<file path="config.mk">
export PLATFORM = sky130hd
export DESIGN_NAME = mem_arbiter
export DESIGN_NICKNAME = d
export VERILOG_FILES = /design/src/rtl/mem_arbiter_pkg.sv /design/src/rtl/mem_arb_prio.sv /design/src/rtl/mem_arbiter.sv
export SDC_FILE = /design/constraint.sdc
export NUM_CORES = 1
export LEC_CHECK = 0
export CAP_MARGIN = 20
export CORE_AREA = 2 2 119 121
export CTS_CLUSTER_DIAMETER = 200
export CTS_CLUSTER_SIZE = 16
export DETAILED_ROUTE_END_ITERATION = 10
export DIE_AREA = 0 0 121 123
export GPL_ROUTABILITY_DRIVEN = 1
export HOLD_SLACK_MARGIN = 0.15
export PLACE_DENSITY = 0.62
export SETUP_SLACK_MARGIN = 0.3
export SLEW_MARGIN = 20
export SYNTH_ARGS = -nofsm -noshare
export SYNTH_HDL_FRONTEND = slang
export SYNTH_SLANG_ARGS = --single-unit
</file>
<file path="constraint.sdc">
create_clock -name clk_i -period 2.7 [get_ports clk_i]
set_input_delay 0.54 -clock clk_i [delete_from_list [all_inputs] [get_ports clk_i]]
set_output_delay 0.54 -clock clk_i [all_outputs]
set_load 0.01 [all_outputs]
</file>
<file path="src/rtl/mem_arbiter_pkg.sv">
// rtl/mem_arbiter_pkg.sv - shared encodings for the unified-memory arbiter
package mem_arbiter_pkg;

    typedef enum logic [1:0] {
        ST_RUN    = 2'd0,
        ST_DRAIN  = 2'd1,
        ST_HALTED = 2'd2
    } arb_state_e;

    typedef enum logic [1:0] {
        OWN_NONE = 2'd0,
        OWN_INST = 2'd1,
        OWN_DATA = 2'd2,
        OWN_DBG  = 2'd3
    } rd_owner_e;

    function automatic logic is_core_owner(input rd_owner_e owner);
        return (owner == OWN_INST) || (owner == OWN_DATA);
    endfunction

endpackage

</file>
<file path="src/rtl/mem_arb_prio.sv">
// rtl/mem_arb_prio.sv - 3-input fixed-priority encoder (hi > mid > lo),
// rotate_i lifts lo to the top: lo > hi > mid.
module mem_arb_prio (
    input  logic hi_i,
    input  logic mid_i,
    input  logic lo_i,
    input  logic rotate_i,
    output logic gnt_hi_o,
    output logic gnt_mid_o,
    output logic gnt_lo_o
);

    always_comb begin
        gnt_hi_o  = 1'b0;
        gnt_mid_o = 1'b0;
        gnt_lo_o  = 1'b0;
        if (rotate_i && lo_i) begin
            gnt_lo_o = 1'b1;
        end else if (hi_i) begin
            gnt_hi_o = 1'b1;
        end else if (mid_i) begin
            gnt_mid_o = 1'b1;
        end else if (lo_i) begin
            gnt_lo_o = 1'b1;
        end
    end

endmodule

</file>
<file path="src/rtl/mem_arbiter.sv">
// rtl/mem_arbiter.sv - single-port SRAM arbiter for inst, data and debug ports
// with starvation guard, one-cycle read return and debug halt mode.
module mem_arbiter
    import mem_arbiter_pkg::*;
#(
    parameter int ADDR_W     = 32,
    parameter int DATA_W     = 32,
    parameter int STARVE_MAX = 4
) (
    input  logic              clk_i,
    input  logic              rst_i,
    input  logic              inst_req_i,
    input  logic [ADDR_W-1:0] inst_addr_i,
    output logic              inst_gnt_o,
    output logic              inst_rvalid_o,
    input  logic              data_req_i,
    input  logic              data_we_i,
    input  logic [ADDR_W-1:0] data_addr_i,
    input  logic [DATA_W-1:0] data_wdata_i,
    output logic              data_gnt_o,
    output logic              data_rvalid_o,
    input  logic              dbg_req_i,
    input  logic              dbg_we_i,
    input  logic [ADDR_W-1:0] dbg_addr_i,
    input  logic [DATA_W-1:0] dbg_wdata_i,
    output logic              dbg_gnt_o,
    output logic              dbg_rvalid_o,
    input  logic              dbg_halt_i,
    output logic              dbg_halted_o,
    output logic [DATA_W-1:0] rdata_o,
    output logic              core_stall_o,
    output logic              ram_en_o,
    output logic              ram_we_o,
    output logic [ADDR_W-1:0] ram_addr_o,
    output logic [DATA_W-1:0] ram_wdata_o,
    input  logic [DATA_W-1:0] ram_rdata_i
);

    localparam logic [3:0] STARVE_LIM = 4'(STARVE_MAX);

    arb_state_e state_q, state_d;
    rd_owner_e  rd_owner_q, rd_owner_d;
    logic [3:0] starve_cnt_q, starve_cnt_d;

    logic core_rd_q;
    logic core_block;
    logic starve_hit;
    logic p_data, p_dbg, p_inst;

    assign core_rd_q  = is_core_owner(rd_owner_q);
    assign starve_hit = (starve_cnt_q == STARVE_LIM);

    always_comb begin
        state_d = state_q;
        case (state_q)
            ST_RUN: begin
                if (dbg_halt_i) begin
                    state_d = core_rd_q ? ST_DRAIN : ST_HALTED;
                end
            end
            ST_DRAIN:  state_d = dbg_halt_i ? ST_HALTED : ST_RUN;
            ST_HALTED: state_d = dbg_halt_i ? ST_HALTED : ST_RUN;
            default:   state_d = ST_RUN;
        endcase
    end

    // Core ports are blocked outside RUN and already in the cycle halt rises.
    assign core_block = (state_q != ST_RUN) || (state_d != ST_RUN);

    mem_arb_prio u_prio (
        .hi_i      (data_req_i & ~core_block),
        .mid_i     (dbg_req_i),
        .lo_i      (inst_req_i & ~core_block),
        .rotate_i  (starve_hit),
        .gnt_hi_o  (p_data),
        .gnt_mid_o (p_dbg),
        .gnt_lo_o  (p_inst)
    );

    assign inst_gnt_o = p_inst & ~rst_i;
    assign data_gnt_o = p_data & ~rst_i;
    assign dbg_gnt_o  = p_dbg  & ~rst_i;

    always_comb begin
        ram_en_o    = inst_gnt_o | data_gnt_o | dbg_gnt_o;
        ram_we_o    = 1'b0;
        ram_addr_o  = '0;
        ram_wdata_o = '0;
        if (inst_gnt_o) begin
            ram_addr_o = inst_addr_i;
        end else if (data_gnt_o) begin
            ram_we_o    = data_we_i;
            ram_addr_o  = data_addr_i;
            ram_wdata_o = data_wdata_i;
        end else if (dbg_gnt_o) begin
            ram_we_o    = dbg_we_i;
            ram_addr_o  = dbg_addr_i;
            ram_wdata_o = dbg_wdata_i;
        end
    end

    always_comb begin
        starve_cnt_d = starve_cnt_q;
        if (state_q == ST_RUN) begin
            if (inst_gnt_o) begin
                starve_cnt_d = 4'd0;
            end else if (inst_req_i && !starve_hit) begin
                starve_cnt_d = starve_cnt_q + 4'd1;
            end
        end
    end

    always_comb begin
        rd_owner_d = OWN_NONE;
        if (inst_gnt_o) begin
            rd_owner_d = OWN_INST;
        end else if (data_gnt_o && !data_we_i) begin
            rd_owner_d = OWN_DATA;
        end else if (dbg_gnt_o && !dbg_we_i) begin
            rd_owner_d = OWN_DBG;
        end
    end

    always_ff @(posedge clk_i) begin
        if (rst_i) begin
            state_q      <= ST_RUN;
            rd_owner_q   <= OWN_NONE;
            starve_cnt_q <= 4'd0;
        end else begin
            state_q      <= state_d;
            rd_owner_q   <= rd_owner_d;
            starve_cnt_q <= starve_cnt_d;
        end
    end

    // Gating with rst_i drops a response that was due in the reset cycle.
    assign inst_rvalid_o = ~rst_i & (rd_owner_q == OWN_INST);
    assign data_rvalid_o = ~rst_i & (rd_owner_q == OWN_DATA);
    assign dbg_rvalid_o  = ~rst_i & (rd_owner_q == OWN_DBG);
    assign dbg_halted_o  = ~rst_i & (state_q == ST_HALTED);
    assign rdata_o       = ram_rdata_i;

    assign core_stall_o = ~rst_i & ((inst_req_i & ~inst_gnt_o) | (data_req_i & ~data_gnt_o));

endmodule

</file>
== After elaboration in Yosys (flattened, before gate mapping) ==
Cells that the tools add are included.

* Add/sub/neg operators: 1
* Multipliers: 0
* Divide/modulo/power cells: 0
* Order comparisons: 0
* Eq/ne operators: 6
* Shift operators: 0
* Mux-type cells: 27
* Bitwise logic cells: 19
* Reductions and logical operators: 16

{| class="wikitable"
|+ Operator list
! kind !! number
|-
| 2-to-1 mux 32 bit || 6
|-
| 2-to-1 mux 1 bit || 13
|-
| bitwise AND 1 bit || 12
|-
| 2-to-1 mux 2 bit || 5
|-
| 2-to-1 mux 4 bit || 2
|-
| == test 2 bit, second input constant || 3
|-
| nonzero test 2 bit || 3
|-
| adder 4 x 1 -> 4 bit, second input constant || 1
|-
| == test 2 x 1 -> 1 bit, second input constant || 2
|-
| == test 4 x 3 -> 1 bit, second input constant || 1
|-
| logical AND 1 bit || 4
|-
| inverter 1 bit || 4
|-
| case mux 2 bit (2 select lines) || 1
|-
| OR reduction 2 bit || 2
|-
| zero test 1 bit || 3
|-
| bitwise OR 1 bit || 3
|-
| zero test 2 bit || 1
|-
| logical OR 1 bit || 2
|-
| AND reduction 2 bit || 1
|}

* Bits in registers: 8
* Bits in latches: 0
* RAM bits: 0
* Memory bits (read-only): 0
* Bits of input ports: 200
* Output and inout port bits: 106
* Logic and storage cells: 73
* Memories kept: 0

== Depth between registers and ports, before layout ==
Gate-level depths: netlist of the first run.

* Depth after elaboration: 18
* Depth in mapped cells: 13
* Gate-level depth less buffers: 9

== Modules after synthesis ==
Synthesis of the first run repeated with hierarchy kept, for this count alone.

* Cell total of the unflattened synthesis: 299
* Area, all modules: 1984.4 um^2

{| class="wikitable"
|+ Modules (own cells, without submodules)
! module !! times used !! cells each !! area an instance (um^2) !! seq. area each (um^2)
|-
| mem_arbiter || 1 || 294 || 1945.6 || 160.2
|-
| mem_arb_prio || 1 || 5 || 38.8 || 0.0
|}

== Worst setup path before layout of the first run ==
OpenSTA, ideal clock, no wires.

* Path kind: register to output
* From: reg state_q[0]
* To: out ram_addr_o[18]
* Data arrival time: 2413 ps
* Data required time: 2160 ps
* Slack: -253 ps
* Stages on the path, launching flop included: 14
* Buffers on the path: 4
* Cells stage by stage: dfxtp_1 inv_1 ha_1 buf_2 and3b_1 o31ai_4 and2_4 buf_6 a211o_4 inv_4 buf_8 buf_8 a22o_1 mux2_2

* Cells in the longest elaborated chain, start to end: 13

{| class="wikitable"
|+ Ends and longest elaborated chain
! element !! line !! source
|-
| from (decl) || mem_arbiter.sv:41 || <nowiki>arb_state_e state_q, state_d;</nowiki>
|-
| from (signal assigned) || mem_arbiter.sv:130 || <nowiki>state_q <= state_d;</nowiki>
|-
| == test 2 bit or == test 2 x 1 -> 1 bit (tied branches) || mem_arbiter.sv:55 || <nowiki>case (state_q)</nowiki>
|-
| OR reduction 2 bit (no source line) || - ||
|-
| case mux 2 bit (2 select lines) || mem_arbiter.sv:55 ||
|-
| nonzero test 2 bit || mem_arbiter.sv:68 || <nowiki>assign core_block = (state_q != ST_RUN) || (state_d != ST_RUN);</nowiki>
|-
| logical OR 1 bit (*) || mem_arbiter.sv:68 ||
|-
| inverter 1 bit (*) || mem_arbiter.sv:71, mem_arbiter.sv:73 ||
|-
| bitwise AND 1 bit, on equally long branches || mem_arbiter.sv:71, mem_arbiter.sv:73 ||
|-
| 2-to-1 mux 1 bit (tied with other cells) || mem_arb_prio.sv:19 || <nowiki>end else if (hi_i) begin</nowiki>
|-
| 2-to-1 mux 1 bit, on equally long branches || mem_arb_prio.sv:17, mem_arb_prio.sv:21 ||
|-
| bitwise AND 1 bit or 2-to-1 mux 1 bit (tied branches) || mem_arbiter.sv:82, mem_arb_prio.sv:19 ||
|-
| 2-to-1 mux 32 bit or 2-to-1 mux 1 bit (tied branches) || mem_arbiter.sv:95, mem_arb_prio.sv:17 ||
|-
| 2-to-1 mux 32 bit or bitwise AND 1 bit (tied branches) || mem_arbiter.sv:91, mem_arbiter.sv:80 ||
|-
| 2-to-1 mux 32 bit (*) || mem_arbiter.sv:89 || <nowiki>if (inst_gnt_o) begin</nowiki>
|-
| to (decl) || mem_arbiter.sv:34 || <nowiki>output logic [ADDR_W-1:0] ram_addr_o,</nowiki>
|}

Every way passes the cells marked *; elsewhere a longest branch is shown, timed or not.

== Worst setup path in the final report of the first run ==
* From: reg state_q[0]
* To: out ram_addr_o[7]

Same word-level chain as after synthesis.

==> results.toml, run 1 <==
[floorplanning]
fp.dieW_um = 121
core_um2 = 13600
ios = 306
initial_core_util = 0.168
rows = 43
chipHeight_um = 123
dieArea_um2 = 14900

[outcome]
violations = "setup timing"
status = "finished with violations"

[power]
internal-power_mw = 1.02
pwr-share-comb = 0.743
p_clk_frac = 0.167
power_mw = 1.50
power.density_nw_per_um2 = 266
total_leakage_power_nw = 2.55
p_sw_frac = 0.319
p_seq_frac = 0.090
peakVddDrop_mv = 0.184
power_switching_mw = 0.479

[layout]
area_growth_pct = 148
finalNonFillerCells = 717
layout.core_utilization = 0.415
n_fill_cell = 1302
stdcell_area_um2 = 5650
regArea_um2 = 164
multi_input_area_um2 = 1840
fin_nets = 746
drive_gt1_frac = 0.390

[yosys]
netlist_area_um2 = 2280
postSynthNetCount = 481
synthTopCellsByArea = "a22o_1 25%, mux2_2 16%, nor4b_1 12%, buf_4 12%, dfxtp_1 7.0%"
synth_top_area_share = 0.250
syn_avg_cell_area_um2 = 8.36
synth_top_area_cell = "a22o_1"
syn_inst = 273
yosysSeqAreaShare = 0.0702
yosys_warnings = 0
ys_ff_latch = 8
yosysUniqueCellTypes = 43

[worst_setup_path]
crit_top_cell = "buf_6"
endpoint_kind = "output pin"
slowest_delay_ns = 0.34
cp.arrival_ns = 2.60
cp_num_buf_inv = 6
worstSetupStartpointType = "flip-flop"
cp_top_family = "compound AO/OA/AOI/OAI gates"
crit_type = "reg -> out"
crit_required_ns = 2.16
cp_slowest_cell = "dfxtp_2"
crit_path_cell_trace = "inv_2 -> ha_4 -> and3b_2 -> o31ai_4 -> and2_4 -> a211o_4 -> inv_8 -> buf_6 -> buf_6 -> buf_6 -> a22o_1 -> mux2_4 -> buf_6"
crit_fanout = 7

[placement]
dpl_worst_slack_ns = -0.925
place_congestion = 0.857
placed_area_um2 = 5100
hpwl_um = 8780
io_buffer_count = 241
post-place-cells = 680

[global_route]
grt_pass1_vias = 3403
grt_pass1_wl_um = 18000
grt_max_degree = 36
antenna_found_initial = 0
grt_use_total = 0.152
gr-total-overflow = 0

[routing]
ant_nets = 0
vias = 3239
drc = 0
vias_per_cell = 4.52
drt-initial-drc-count = 165
wl_per_cell_um = 17.3
wl_um = 12400
firstDrtPassIters = 4

[clock_tree]
cts_tree = "built"
htreeDepth = 1
clock-root-buffer = "clkbuf_16"
numCtsBuffers = 3
clk_latency_ns = 0.23
holdBufCountCts = 0
cts.sinks = 8
cts_buffer_depth = 2
path_clk_slew_ns = 0.04

[hold_path]
hold_class = "reg -> reg"

[sta]
setup_ws_ns = -0.436
fmax_ghz = 0.319
hold_violations = 0
worst_pin_slew_ns = 0.407
post-route-period-util = 1.16
fin_setup_tns_ns = -20.41
relSlewSlack = 0.725
fin_crit_ns = 3.14
skew_ns = 0.00188
holdWs_ns = 0.482
maxSlewViolCount = 0
setup_viol = 70
grt_setup_unrepaired = "true"

[job]
drv_cap = 0
## registers in the layout, summed over array words and instances (netlist names)
name          flops
starve_cnt_q      4
rd_owner_q        2
state_q           2
## worst min-delay path, stage by stage, from the launching register on
cell	delay, ns
dfxtp_1	0.31
nand2_1	0.05
a21boi_0	0.07
## cell usage in the layout, fill, tap and decap left out, types with 2 or more instances in the layout
| cell type | n |
|---|---|
| a21oi_1 | 3 |
| nor2b_1 | 4 |
| a22o_1 | 64 |
| buf_16 | 3 |
| inv_1 | 6 |
| inv_2 | 4 |
| dfxtp_2 | 3 |
| dfxtp_1 | 5 |
| clkdlybuf4s15_2 | 2 |
| o21ai_0 | 3 |
| ha_1 | 6 |
| buf_2 | 32 |
| buf_6 | 47 |
| dlygate4sd2_1 | 6 |
| bufbuf_16 | 2 |
| inv_8 | 2 |
| buf_12 | 15 |
| nor2_1 | 5 |
| mux2_4 | 32 |
| clkinv_8 | 3 |
| ha_4 | 2 |
| nand3_1 | 2 |
| a31oi_1 | 3 |
| clkdlybuf4s50_1 | 165 |
| nand4_1 | 2 |
| clkbuf_16 | 3 |
| buf_4 | 47 |
| nor4b_1 | 32 |
| nand2_1 | 7 |
## power groups by stage
stage	Clock [mW]	Sequential [mW]	Combinational (mW)
3_3_place_gp	0	0.135	0.987
4_1_cts	0.259	0.135	1.10
3_5_place_dp	0	0.135	0.995
2_1_floorplan	0	0.137	0.465
6_report	0.251	0.135	1.12
5_1_grt	0.268	0.136	1.19
## final cells by class
class / instances / share of cell area
repair buffers: 320 / 0.572
multi-input cells: 190 / 0.326
well taps: 180 / 0.0399
flip-flops and latches: 8 / 0.0290
clock buffers: 3 / 0.0133
inverters: 12 / 0.0115
repair inverters: 3 / 0.00775
diodes: 1 / 0.000443
## what timing repair did
action,in CTS,in global routing
setup endpoints to repair,74,70
buffers inserted,22,3
cloned,6,2
pin swaps,36,10
gates resized for setup,353,11
## kinds of logic after synthesis
family / synth area share
DFF: 0.0702
AOI/OAI and AO/OA: 0.313
muxes: 0.162
adders and majority gates: 0.0439
buffers and inverters: 0.202
and+or+nand+nor: 0.208
## synth_stat cells
cell and number:
inv_2 1, and3b_1 1, nand2_1 7, o22ai_1 1, and2_4 1, buf_8 2, buf_6 1, or3_1 1
nor4b_1 32, clkinv_1 1, a21o_1 1, a211o_4 1, or3_4 1, a31oi_1 3, inv_4 1, and3_1 1
o21ai_0 4, a22o_1 65, dfxtp_1 8, nor3_1 1, o31ai_4 1, inv_1 9, nor2_1 5, o21a_1 1
clkbuf_1 17, and4b_1 1, ha_1 8, nor2b_1 4, a311oi_1 1, or4_1 1, buf_2 6, nand4_2 1
a21oi_1 4, and2_1 1, a32o_1 1, nand3_1 3, nand4_1 2, nor3b_1 1, mux2_2 32, mux2i_1 1
a21boi_0 1, buf_4 37, nand3b_1 1
## final timing paths
kind	to	start	depth (start not counted)	slack, ns
max	ram_addr_o[7]	state_q[0]	13	-0.44
min	starve_cnt_q[3]	starve_cnt_q[3]	2	0.48
max reg2reg	rd_owner_q[1]	state_q[0]	9	0.58
min reg2reg	starve_cnt_q[3]	starve_cnt_q[3]	2	0.48
## per-layer routing
metal  routed length, µm  global-route usage
met4                  76              0.0269
met5                   0                   0
met2                6510               0.286
met1                5010               0.181
met3                 817              0.0277
Power figures use the tool's default switching activity.
==> run 2: changes to the inputs <==
- SLEW_MARGIN: 20 -> 25
==> results of run 2 <==
No change in the layout: final DEF, timing and power equal those of run 1.
==> run 3: changes to the inputs <==
- PLACE_DENSITY: 0.62 -> default
- PLACE_DENSITY_LB_ADDON: default -> 0.08
==> run 3 against run 2 <==
The flow still finishes with violations (setup timing). Global-route usage rose by 0.17 points. First-iteration DRC count down 21%. Sequential power hardly changed. Core utilization shrank 0.28 points. Clock power decreased by 2%. Combinational power about the same. Die area did not move. Via count shrank 0.28%. Worst setup slack better by 0.031 ns. Sequential share of layout area rose by 0.11 points. Critical path type unchanged.
==> results.toml, run 3 (synthesis gave the netlist of run 1 again) <==
[clock_tree]
clock-root-buffer = "clkbuf_16"
htreeDepth = 1
clk_latency_ns = 0.23
path_clk_slew_ns = 0.04
cts_buffer_depth = 2
cts_tree = "built"
cts.sinks = 8
numCtsBuffers = 3
holdBufCountCts = 0

[layout]
largest_reg_flops = 4
area_growth_pct = 146
mostFrequentLayoutCells = "168 x clkdlybuf4s50_1, 65 x a22o_1, 49 x buf_4"
largestRegisters = "starve_cnt_q x4, rd_owner_q x2, state_q x2"
top_register = "starve_cnt_q"
finalNonFillerCells = 715
fin_nets = 745
stdcell_area_um2 = 5610
layout_commonest_cell = "clkdlybuf4s50_1"
drive_gt1_frac = 0.391
antenna_cells = 0

[worst_setup_path]
crit_path_cell_trace = "inv_4 -> ha_4 -> and3b_1 -> o31ai_4 -> and2_4 -> a211o_4 -> inv_8 -> buf_12 -> buf_12 -> buf_16 -> a22o_1 -> mux2_4 -> buf_2"
crit_fanout = 7
worstSetupStartpointType = "flip-flop"
crit_required_ns = 2.16
cp.arrival_ns = 2.56
cp_slowest_cell = "dfxtp_4"
crit_top_cell = "buf_12"
endpoint_kind = "output pin"
slowest_delay_ns = 0.37
crit_type = "reg -> out"

[outcome]
violations = "setup timing"
status = "finished with violations"

[global_route]
grt_use_total = 0.154
grt_max_degree = 33
gr-total-overflow = 0
antenna_found_initial = 0
grt_pass1_wl_um = 17900
grt_pass1_vias = 3116

[sta]
worst_pin_slew_ns = 0.395
fmax_ghz = 0.322
fin_crit_ns = 3.10
relSlewSlack = 0.737
setup_ws_ns = -0.404
post-route-period-util = 1.15
setup_viol = 68
skew_ns = 0.000364
hold_violations = 0
holdWs_ns = 0.552
grt_setup_unrepaired = "true"
maxSlewViolCount = 0

[routing]
wl_um = 13100
drt-initial-drc-count = 131
firstDrtPassIters = 4
vias_per_cell = 4.52
wl_per_cell_um = 18.3
vias = 3230
ant_nets = 0
drc = 0

[power]
total_leakage_power_nw = 2.50
peakVddDrop_mv = 0.214
power.density_nw_per_um2 = 262

[placement]
place_congestion = 0.732
placed_area_um2 = 5000
hpwl_um = 9580
post-place-cells = 669
io_buffer_count = 241

[job]
drv_cap = 0

[floorplanning]
dieArea_um2 = 14900
core_um2 = 13600
rows = 43
initial_core_util = 0.168
chipHeight_um = 123
fp.dieW_um = 121
ios = 306

[hold_path]
hold_class = "reg -> reg"
-- run 3: cell types whose count changed in the layout (fill, tap and decap cells not counted), moves of 3 or more --
cell and delta:
buf_2 -4, buf_12 -5, clkdlybuf4s50_1 +3, dlygate4sd2_1 -5, clkbuf_16 +3, clkbuf_2 +5
-- run 3: layer usage --
layer / wire [µm] / vias to the layer above / global-route usage
met4: 110 / 0 / 0.0174
met2: 6910 / 130 / 0.297
met3: 1060 / 10 / 0.0364
met5: 0 / - / 0
li1: - / 1559 / -
met1: 5040 / 1531 / 0.176
-- run 3: metrics by stage --
stage / worst slack (ns) / TNS [ns] / power, mW / util
after floorplan: -0.166 / -6.26 / 0.601 / -
after global placement: -0.935 / -60.09 / 1.10 / 0.367
after detailed placement: -0.924 / -59.97 / 1.10 / 0.367
after CTS: -0.431 / -19.24 / 1.44 / 0.394
after global routing: -0.500 / -25.99 / 1.56 / 0.412
final: -0.404 / -19.98 / 1.47 / 0.412
-- run 3: worst paths after layout --
path                   start              end  slack, ns  depth (start not counted)
max reg2reg       state_q[0]  starve_cnt_q[2]       0.59                         10
max               state_q[0]   ram_addr_o[18]      -0.40                         13
min          starve_cnt_q[0]  starve_cnt_q[0]       0.55                          3
min reg2reg  starve_cnt_q[0]  starve_cnt_q[0]       0.55                          3
-- run 3: cell type report --
cell class              count  area (µm²)
clock buffers               3        75.1
repair buffers            320        3200
inverters                  12        67.6
fillers                  1366        8000
well taps                 180         225
flip-flops and latches      8         169
repair inverters            2        25.0
multi-input cells         190        1850
-- run 3: what timing repair did --
action | in CTS | in global routing
pin swaps | 16 | 4
endpoints found under the setup margin | 70 | 70
buffers inserted | 16 | 18
resized for setup | 342 | 30
gates cloned | 6 | 3
-- run 3: report_power, final --
part / leakage, nW / total [mW] / switching, mW / internal (mW)
Sequential: 0.0672 / 0.136 / 0.00777 / 0.128
Clock: 0.0370 / 0.245 / 0.0545 / 0.191
Combinational: 2.40 / 1.09 / 0.406 / 0.683
-- run 3: critical path: cells and delay by family (launching register included) --
kind / cells / cell delay [ns]
AO/OA/AOI/OAI: 3 / 0.60
AND/OR/NAND/NOR: 2 / 0.37
multiplexers: 1 / 0.25
flip-flops: 1 / 0.37
adder cells (fa/ha/maj): 1 / 0.15
buffers and inverters: 6 / 0.59
